## src/rtl/mem_write_buffer.sv

```systemverilog
// Posted-write FIFO between MEM stage and main memory with store-to-load bypass and coalescing.
// Zero-latency load hit/store accept; STALL when a store meets a full buffer or a load miss waits on memory.
module mem_write_buffer #(
  parameter int DEPTH    = 4,
  parameter int AW       = 32,
  parameter int DW       = 32,
  parameter int COALESCE = 1
) (
  input  logic                     CLOCK,
  input  logic                     RESET,
  input  logic                     cpu_wr_en,
  input  logic                     cpu_rd_en,
  input  logic [AW-1:0]            cpu_addr,
  input  logic [DW-1:0]            cpu_wdata,
  output logic [DW-1:0]            cpu_rdata,
  output logic                     rd_hit,
  output logic                     STALL,
  output logic                     mem_req,
  output logic                     mem_we,
  output logic [AW-1:0]            mem_addr,
  output logic [DW-1:0]            mem_wdata,
  input  logic [DW-1:0]            mem_rdata,
  input  logic                     mem_ready,
  output logic                     empty,
  output logic [$clog2(DEPTH):0]   count
);

  localparam int PW = $clog2(DEPTH);
  localparam int CW = PW + 1;
  localparam int WW = AW - 2;

  logic [WW-1:0]    addr_q [DEPTH];
  logic [DW-1:0]    data_q [DEPTH];
  logic [DEPTH-1:0] valid_q;
  logic [PW-1:0]    head_q, head_d;
  logic [PW-1:0]    tail_q, tail_d;
  logic [CW-1:0]    count_q, count_d;

  logic [WW-1:0]    cpu_waddr;
  logic [1:0]       unused_addr_lsb;
  logic             wr_req, rd_req;
  logic             match_vld;
  logic [PW-1:0]    match_idx;
  logic             full, load_hit, load_miss, drain, pop;
  logic             coal, app_req, app;

  assign cpu_waddr       = cpu_addr[AW-1:2];
  assign unused_addr_lsb = cpu_addr[1:0];

  // Walk entries oldest to youngest so the last match found is the youngest.
  always_comb begin
    match_vld = 1'b0;
    match_idx = '0;
    for (int i = 0; i < DEPTH; i++) begin
      logic [PW-1:0] idx;
      idx = head_q + i[PW-1:0];
      if (valid_q[idx] && (addr_q[idx] == cpu_waddr)) begin
        match_vld = 1'b1;
        match_idx = idx;
      end
    end
  end

  always_comb begin
    wr_req    = cpu_wr_en;
    rd_req    = cpu_rd_en & ~cpu_wr_en;
    full      = (count_q == CW'(DEPTH));
    load_hit  = rd_req & match_vld;
    load_miss = rd_req & ~match_vld;
    drain     = (count_q != '0) & ~load_miss;
    pop       = drain & mem_ready;
    // A youngest match sitting in the head that leaves this edge cannot absorb the store.
    coal      = (COALESCE != 0) && wr_req && match_vld && !(pop && (match_idx == head_q));
    app_req   = wr_req & ~coal;
    app       = app_req & ~full;
  end

  always_comb begin
    head_d  = pop ? head_q + 1'b1 : head_q;
    tail_d  = app ? tail_q + 1'b1 : tail_q;
    count_d = count_q + CW'(app) - CW'(pop);
  end

  always_comb begin
    cpu_rdata = '0;
    rd_hit    = 1'b0;
    STALL     = 1'b0;
    mem_req   = 1'b0;
    mem_we    = 1'b0;
    mem_addr  = '0;
    mem_wdata = '0;
    if (!RESET) begin
      STALL = (app_req & full) | (load_miss & ~mem_ready);
      if (load_hit) begin
        rd_hit    = 1'b1;
        cpu_rdata = data_q[match_idx];
      end else if (load_miss) begin
        mem_req   = 1'b1;
        mem_addr  = cpu_addr;
        cpu_rdata = mem_rdata;
      end
      if (drain) begin
        mem_req   = 1'b1;
        mem_we    = 1'b1;
        mem_addr  = {addr_q[head_q], 2'b00};
        mem_wdata = data_q[head_q];
      end
    end
  end

  always_ff @(posedge CLOCK) begin
    if (RESET) begin
      head_q  <= '0;
      tail_q  <= '0;
      count_q <= '0;
      valid_q <= '0;
    end else begin
      head_q  <= head_d;
      tail_q  <= tail_d;
      count_q <= count_d;
      if (pop) valid_q[head_q] <= 1'b0;
      if (app) valid_q[tail_q] <= 1'b1;
    end
  end

  // Payload needs no reset; valid_q gates every use of it.
  always_ff @(posedge CLOCK) begin
    if (!RESET) begin
      if (app) begin
        addr_q[tail_q] <= cpu_waddr;
        data_q[tail_q] <= cpu_wdata;
      end
      if (coal) data_q[match_idx] <= cpu_wdata;
    end
  end

  assign empty = (count_q == '0);
  assign count = count_q;

endmodule

```

## config.mk

```make
export PLATFORM = sky130hd
export DESIGN_NAME = mem_write_buffer
export DESIGN_NICKNAME = d
export VERILOG_FILES = /design/src/rtl/mem_write_buffer.sv
export SDC_FILE = /design/constraint.sdc
export NUM_CORES = 1
export LEC_CHECK = 0
export CAP_MARGIN = 20
export CELL_PAD_IN_SITES_DETAIL_PLACEMENT = 2
export CELL_PAD_IN_SITES_GLOBAL_PLACEMENT = 2
export CORE_ASPECT_RATIO = 0.8
export CORE_MARGIN = 3
export CORE_UTILIZATION = 42
export DETAILED_ROUTE_END_ITERATION = 8
export MAX_ROUTING_LAYER = met4
export PLACE_DENSITY_LB_ADDON = 0.1
export SLEW_MARGIN = 20
export SYNTH_ARGS = -nofsm -noshare
export SYNTH_HDL_FRONTEND = slang
export SYNTH_SLANG_ARGS = --single-unit
```

## constraint.sdc

```tcl
create_clock -name CLOCK -period 10 [get_ports CLOCK]
set_input_delay 1.5 -clock CLOCK [delete_from_list [all_inputs] [get_ports CLOCK]]
set_output_delay 1.5 -clock CLOCK [all_outputs]
set_load 0.1 [all_outputs]
```

# Word-level counts from Yosys, hierarchy flattened
# Memory sizes are Yosys's and may differ from the RTL's. A register that Yosys moved wholly into a read port is not among the register bits.
# Index checks and enable logic that the tools add are counted.
# word_totals
output_inout_bits,104
inputBits,101
wordCells,111
reg_bits,11
memories,2
ram_bits,248
# memory_table
memory,words,width,read_ports,rd_clocked_by_memory_dff,wr,line,source
data_q,4,32,2,1,1,33,logic [DW-1:0] data_q [DEPTH];
addr_q,4,30,4,1,1,32,logic [WW-1:0] addr_q [DEPTH];
# op_classes
addsub,6
magnitude_cmp,7
n_reduce_logical,13
mux,54
n_eq_ne,6
bitwise_logic,19
# ops
cell,n
$mux 32,10
$eq 30x30->1,4
$reduce_or 32->1,1
$mux 1,26
$mux 2,9
$lt 2x3->1 const B,5
$mux 4,3
$and 1x1->1,9
$logic_and 1x1->1,9
$bmux 1 s2,4
$not 1->1,6
$add 2x1->2 const B,2
$add 2x2->2 const B,2
$and 4x4->4,1
$demux 1 s2,2
$ge 2x1->1 const B,2
$not 4->4,1
$or 4x4->4,1
$add 3x1->3,1
$eq 3x3->1 const B,1
$logic_not 3->1,1
$reduce_bool 3->1,1
$sub 3x1->3,1
$eq 2x2->1,1
2 further kinds,2

# Longest topological paths before layout
# depth
depth_word,22
ltp_mapped,30
ltp_nobuf,19

# Worst setup path before layout
# Ideal clock, no wire load.
# synth_path
path_kind,reg-to-output
start,reg head_q[0]
end,out cpu_rdata[20]
arrival_ns,6.696
path_slack_ns,1.804
path_stages_with_launch,22
required_time_ns,8.500
path_buffers,8
cell_sequence,dfxtp_1 > buf_6 > buf_8 > buf_4 > inv_1 > buf_2 > clkbuf_1 > ha_1 > buf_6 > buf_6 > mux4_2 > xnor2_1 > nand2_1 > a2111oi_1 > or3b_1 > nor2_2 > a21oi_1 > o22ai_1 > a21o_1 > buf_2 > mux2_2 > a211oi_1
# synth_via
elab_chain_len,12
elab_cells_between_ends,34
classes_between,3 x add/sub; 3 x eq/ne; 19 x mux; 3 x bitwise; 4 x reduce/logical; 2 x memory
# synth_lines
item,line,source
"start, declared",35,"logic [PW-1:0] head_q, head_d;"
"start signal, assigned",113,head_q <= '0;
"start signal, assigned",118,head_q <= head_d;
branches (longest 10 deep; another with $mem_v2 4x32),n/a,
$mux 32 (*),94,if (load_hit) begin
$mux 32 (*),92,if (!RESET) begin
"end, declared",15,"output logic [DW-1:0] cpu_rdata,"
# Mark *: on every way between the ends. The select of a mux whose other input is x is not followed.

# Final worst setup path
# layout_path
start,in cpu_addr[22]
end,out cpu_rdata[29]
# layout_via
elab_chain_len,11
elab_cells_between_ends,23
classes_between,4 x eq/ne; 11 x mux; 3 x bitwise; 4 x reduce/logical; 1 x memory
# layout_lines
item,line,source
"start, declared",13,"input logic [AW-1:0] cpu_addr,"
branches (longest 9 deep; another with $mem_v2 4x32),n/a,
$mux 32 (*),94,
$mux 32 (*),92,
# Mark *: on every way between the ends.

==> insert_results.sql <==
INSERT INTO impl_metrics (metric_group, metric, value, unit) VALUES
('global_route', 'grt.overflow.total', '0', ''),
('timing', 'max_slew_margin', '0.249', ''),
('timing', 'rsz0062_at_grt', 'false', ''),
('worst_setup_path', 'critical_path.top_delay_family', 'simple AND/OR/NAND/NOR gates', ''),
('floorplanning', 'placement_rows', '66', ''),
('worst_setup_path', 'rrSetupSlack', '3.33', 'ns'),
('yosys', 'synth_top_cell_area_share', '0.421', ''),
('worst_setup_path', 'cp.arrival', '7.09', 'ns'),
('cts', 'cts.sink_count', '261', ''),
('global_route', 'number_of_global_route_vias_before_repair', '15400', ''),
('worst_setup_path', 'path_max_fanout', '13', ''),
('power', 'cellLeakagePower', '0.00735', 'µW'),
('floorplanning', 'design.portCount', '205', ''),
('final_layout', 'multi_input_comb_area', '9110', 'µm²'),
('cts', 'ctsHoldBuffers', '0', ''),
('cts', 'cts_buffer_depth', '3', ''),
('power', 'pwr_density_cell', '230', 'nW/µm²'),
('route', 'post_drt_wl_per_cell', '32.4', 'µm'),
('floorplanning', 'starting_density_of_the_core', '0.430', ''),
('yosys', 'postSynthRegisterBits', '261', ''),
('timing', 'finalMaxSlewViolations', '0', ''),
('worst_hold_path', 'timing.hold.worst.start', 'valid_q[1]$_SDFF_PP0_', ''),
('timing', 'crit_path_time_final', '8.59', 'ns'),
('power', 'p_comb_frac', '0.475', ''),
('global_route', 'grt_antenna_before_repair', '2', ''),
('route', 'vias', '14400', ''),
('yosys', 'number_of_flops_mapped_to_enable_cells_by_yosys', '248', ''),
('power', 'p_int', '2700', 'µW'),
('yosys', 'ys_top_cells_by_area', 'edfxtp_1 (42%), mux4_2 (12%), mux2i_1 (7.9%)', ''),
('final_layout', 'regArea', '7720', 'µm²'),
('yosys', 'netlist_cell_types', '92', ''),
('cts', 'h_tree_levels', '1', ''),
('floorplanning', 'core_area', '41100', 'µm²'),
('yosys', 'synthDominantAreaCellType', 'edfxtp_1', ''),
('worst_setup_path', 'r2r_start', 'head_q[0]$_SDFFE_PP0N_', ''),
('worst_hold_path', 'worst_hold_path_type', 'reg2reg', ''),
('yosys', 'synth.yosys.seq_area_share', '0.435', ''),
('timing', 'max_slew.worst_pin.slew', '1.13', 'ns'),
('route', 'detail-route-antenna-nets', '0', ''),
('yosys', 'syn-mean-instance-area', '11.8', 'µm²'),
('timing', 'hold_violations', '0', ''),
('outcome', 'status', 'completed', ''),
('route', 'drtPass1Iterations', '7', ''),
('power', 'power.switching_fraction', '0.439', ''),
('worst_setup_path', 'worst_setup_path_startpoint', 'cpu_addr[22]', ''),
('power', 'peakVddDrop', '0.221', 'mV'),
('worst_setup_path', 'worst_ep_required_time', '8.50', 'ns'),
('floorplanning', 'die_width', '236', 'µm'),
('yosys', 'syn-num-nets', '1606', ''),
('placement', 'port_buffers', '204', ''),
('power', 'total_switching_power', '2110', 'µW'),
('timing', 'min_period_over_period', '0.859', ''),
('yosys', 'syn-instance-count', '1494', ''),
('yosys', 'synth.most_common_cell', 'edfxtp_1', ''),
('floorplanning', 'fp.dieArea', '44700', 'µm²'),
('cts', 'clk-insertion-delay-late', '0.59', 'ns'),
('worst_setup_path', 'crit_path_start_kind', 'primary input', ''),
('yosys', 'warnings_synthesis', '0', ''),
('final_layout', 'fillCellCount', '4058', ''),
('yosys', 'synth_common_cells', 'edfxtp_1 (248), mux2i_1 (139), xnor2_1 (104)', ''),
('global_route', 'gr-usage-all-layers', '0.322', ''),
('final_layout', 'synthToLayoutAreaGrowth', '17.9', '%'),
('worst_setup_path', 'critical_path_buf_inv_count', '2', ''),
('yosys', 'postSynth.topFlopCell', 'edfxtp_1', ''),
('placement', 'gp_congestion', '0.981', ''),
('yosys', 'asyncSetResetFlopFracSynth', '0', ''),
('route', 'detailed_route_drc_error_count', '0', ''),
('timing', 'finalSetupViolCount', '0', ''),
('worst_setup_path', 'path_common_cell', 'clkdlybuf4s50_1', ''),
('power', 'seq_power_share', '0.291', ''),
('worst_setup_path', 'worst_setup_path_end_kind', 'output pin', '');
==> final timing paths <==
| kind | cells after the start | end |
|---|---|---|
| max | 12 | cpu_rdata[29] |
| min | 1 | valid_q[1]$_SDFF_PP0_ |
| max reg2reg | 16 | data_q[0][18]$_DFFE_PP_ |
| min reg2reg | 1 | valid_q[1]$_SDFF_PP0_ |
==> cell families (layout without fill, tap and decap cells) <==
logic type,after synthesis,after routing,share of synthesized area
AOI/OAI and AO/OA,281,281,0.121
xor gates and xnor gates,110,110,0.0544
adders and majority gates,11,11,0.00820
buffers and inverters,202,365,0.0534
DFF,261,261,0.435
muxes,256,256,0.216
other,0,2,0
and+or+nand+nor,373,373,0.112
==> cells in the final DEF (no fill, tap or decap), types with 10 or more instances in the layout <==
master / netlist / routed
clkdlybuf4s50_1: 0 / 115
nand3_1: 36 / 36
a222oi_1: 28 / 28
nor4_1: 13 / 13
mux2i_1: 139 / 139
mux4_2: 98 / 98
a22o_1: 19 / 19
nand4_1: 21 / 21
or2_2: 29 / 29
inv_1: 70 / 70
buf_4: 12 / 120
clkbuf_16: 0 / 29
edfxtp_1: 248 / 248
nand2_1: 99 / 99
o211a_1: 27 / 27
and2_1: 44 / 43
a21oi_1: 35 / 34
nor2_1: 40 / 37
nor3_1: 31 / 31
xnor2_1: 104 / 104
dfxtp_1: 13 / 10
o22ai_1: 33 / 33
o21ai_0: 36 / 36
mux2_2: 13 / 13
==> state kept, by name (all words and copies together), names as in the netlist, named ones only <==
name and cells:
valid_q 4, head_q 2, count 3, addr_q 120
data_q 128, tail_q 2
==> layout make-up <==
cell class / instances / area share
clock inverter: 15 / 0.00941
sequential: 261 / 0.370
clock buffer: 39 / 0.0371
antenna: 2 / 0.000240
tap: 544 / 0.0326
multi-input combinational: 1031 / 0.437
timing repair buffer: 238 / 0.101
inverter: 73 / 0.0131
==> metrics by stage <==
| step | worst slack, ns | utilization | area, µm² | instances | hold slack, ns |
|---|---|---|---|---|---|
| 2_1_floorplan | 1.80 | - | 17700 | 1494 | 0.496 |
| 3_3_place_gp | 1.70 | 0.483 | 19900 | 2146 | 0.531 |
| 5_1_grt | 1.24 | 0.507 | 20900 | 2202 | 0.598 |
| 4_1_cts | 1.56 | 0.507 | 20900 | 2201 | 0.560 |
| 3_5_place_dp | 1.65 | 0.484 | 19900 | 2147 | 0.544 |
| 6_report | 1.41 | 0.507 | 20900 | 2203 | 0.580 |
==> power groups by stage <==
| stage | clock network, µW | registers, µW | logic, µW |
|---|---|---|---|
| global route | 1180 | 1410 | 2380 |
| finish | 1120 | 1400 | 2280 |
| CTS | 1130 | 1400 | 2260 |
| floorplan | 0 | 1370 | 1660 |
| global placement | 0 | 1410 | 2190 |
| detailed placement | 0 | 1420 | 2240 |
==> layer usage <==
| metal | vias to the layer above | wire length, µm | track usage |
|---|---|---|---|
| li1 | 6099 | - | - |
| met1 | 7581 | 31200 | 0.444 |
| met2 | 652 | 32700 | 0.498 |
| met3 | 106 | 5600 | 0.0599 |
| met4 | 0 | 1840 | 0.0760 |
| met5 | - | 0 | - |
Power figures use the tool's default switching activity.
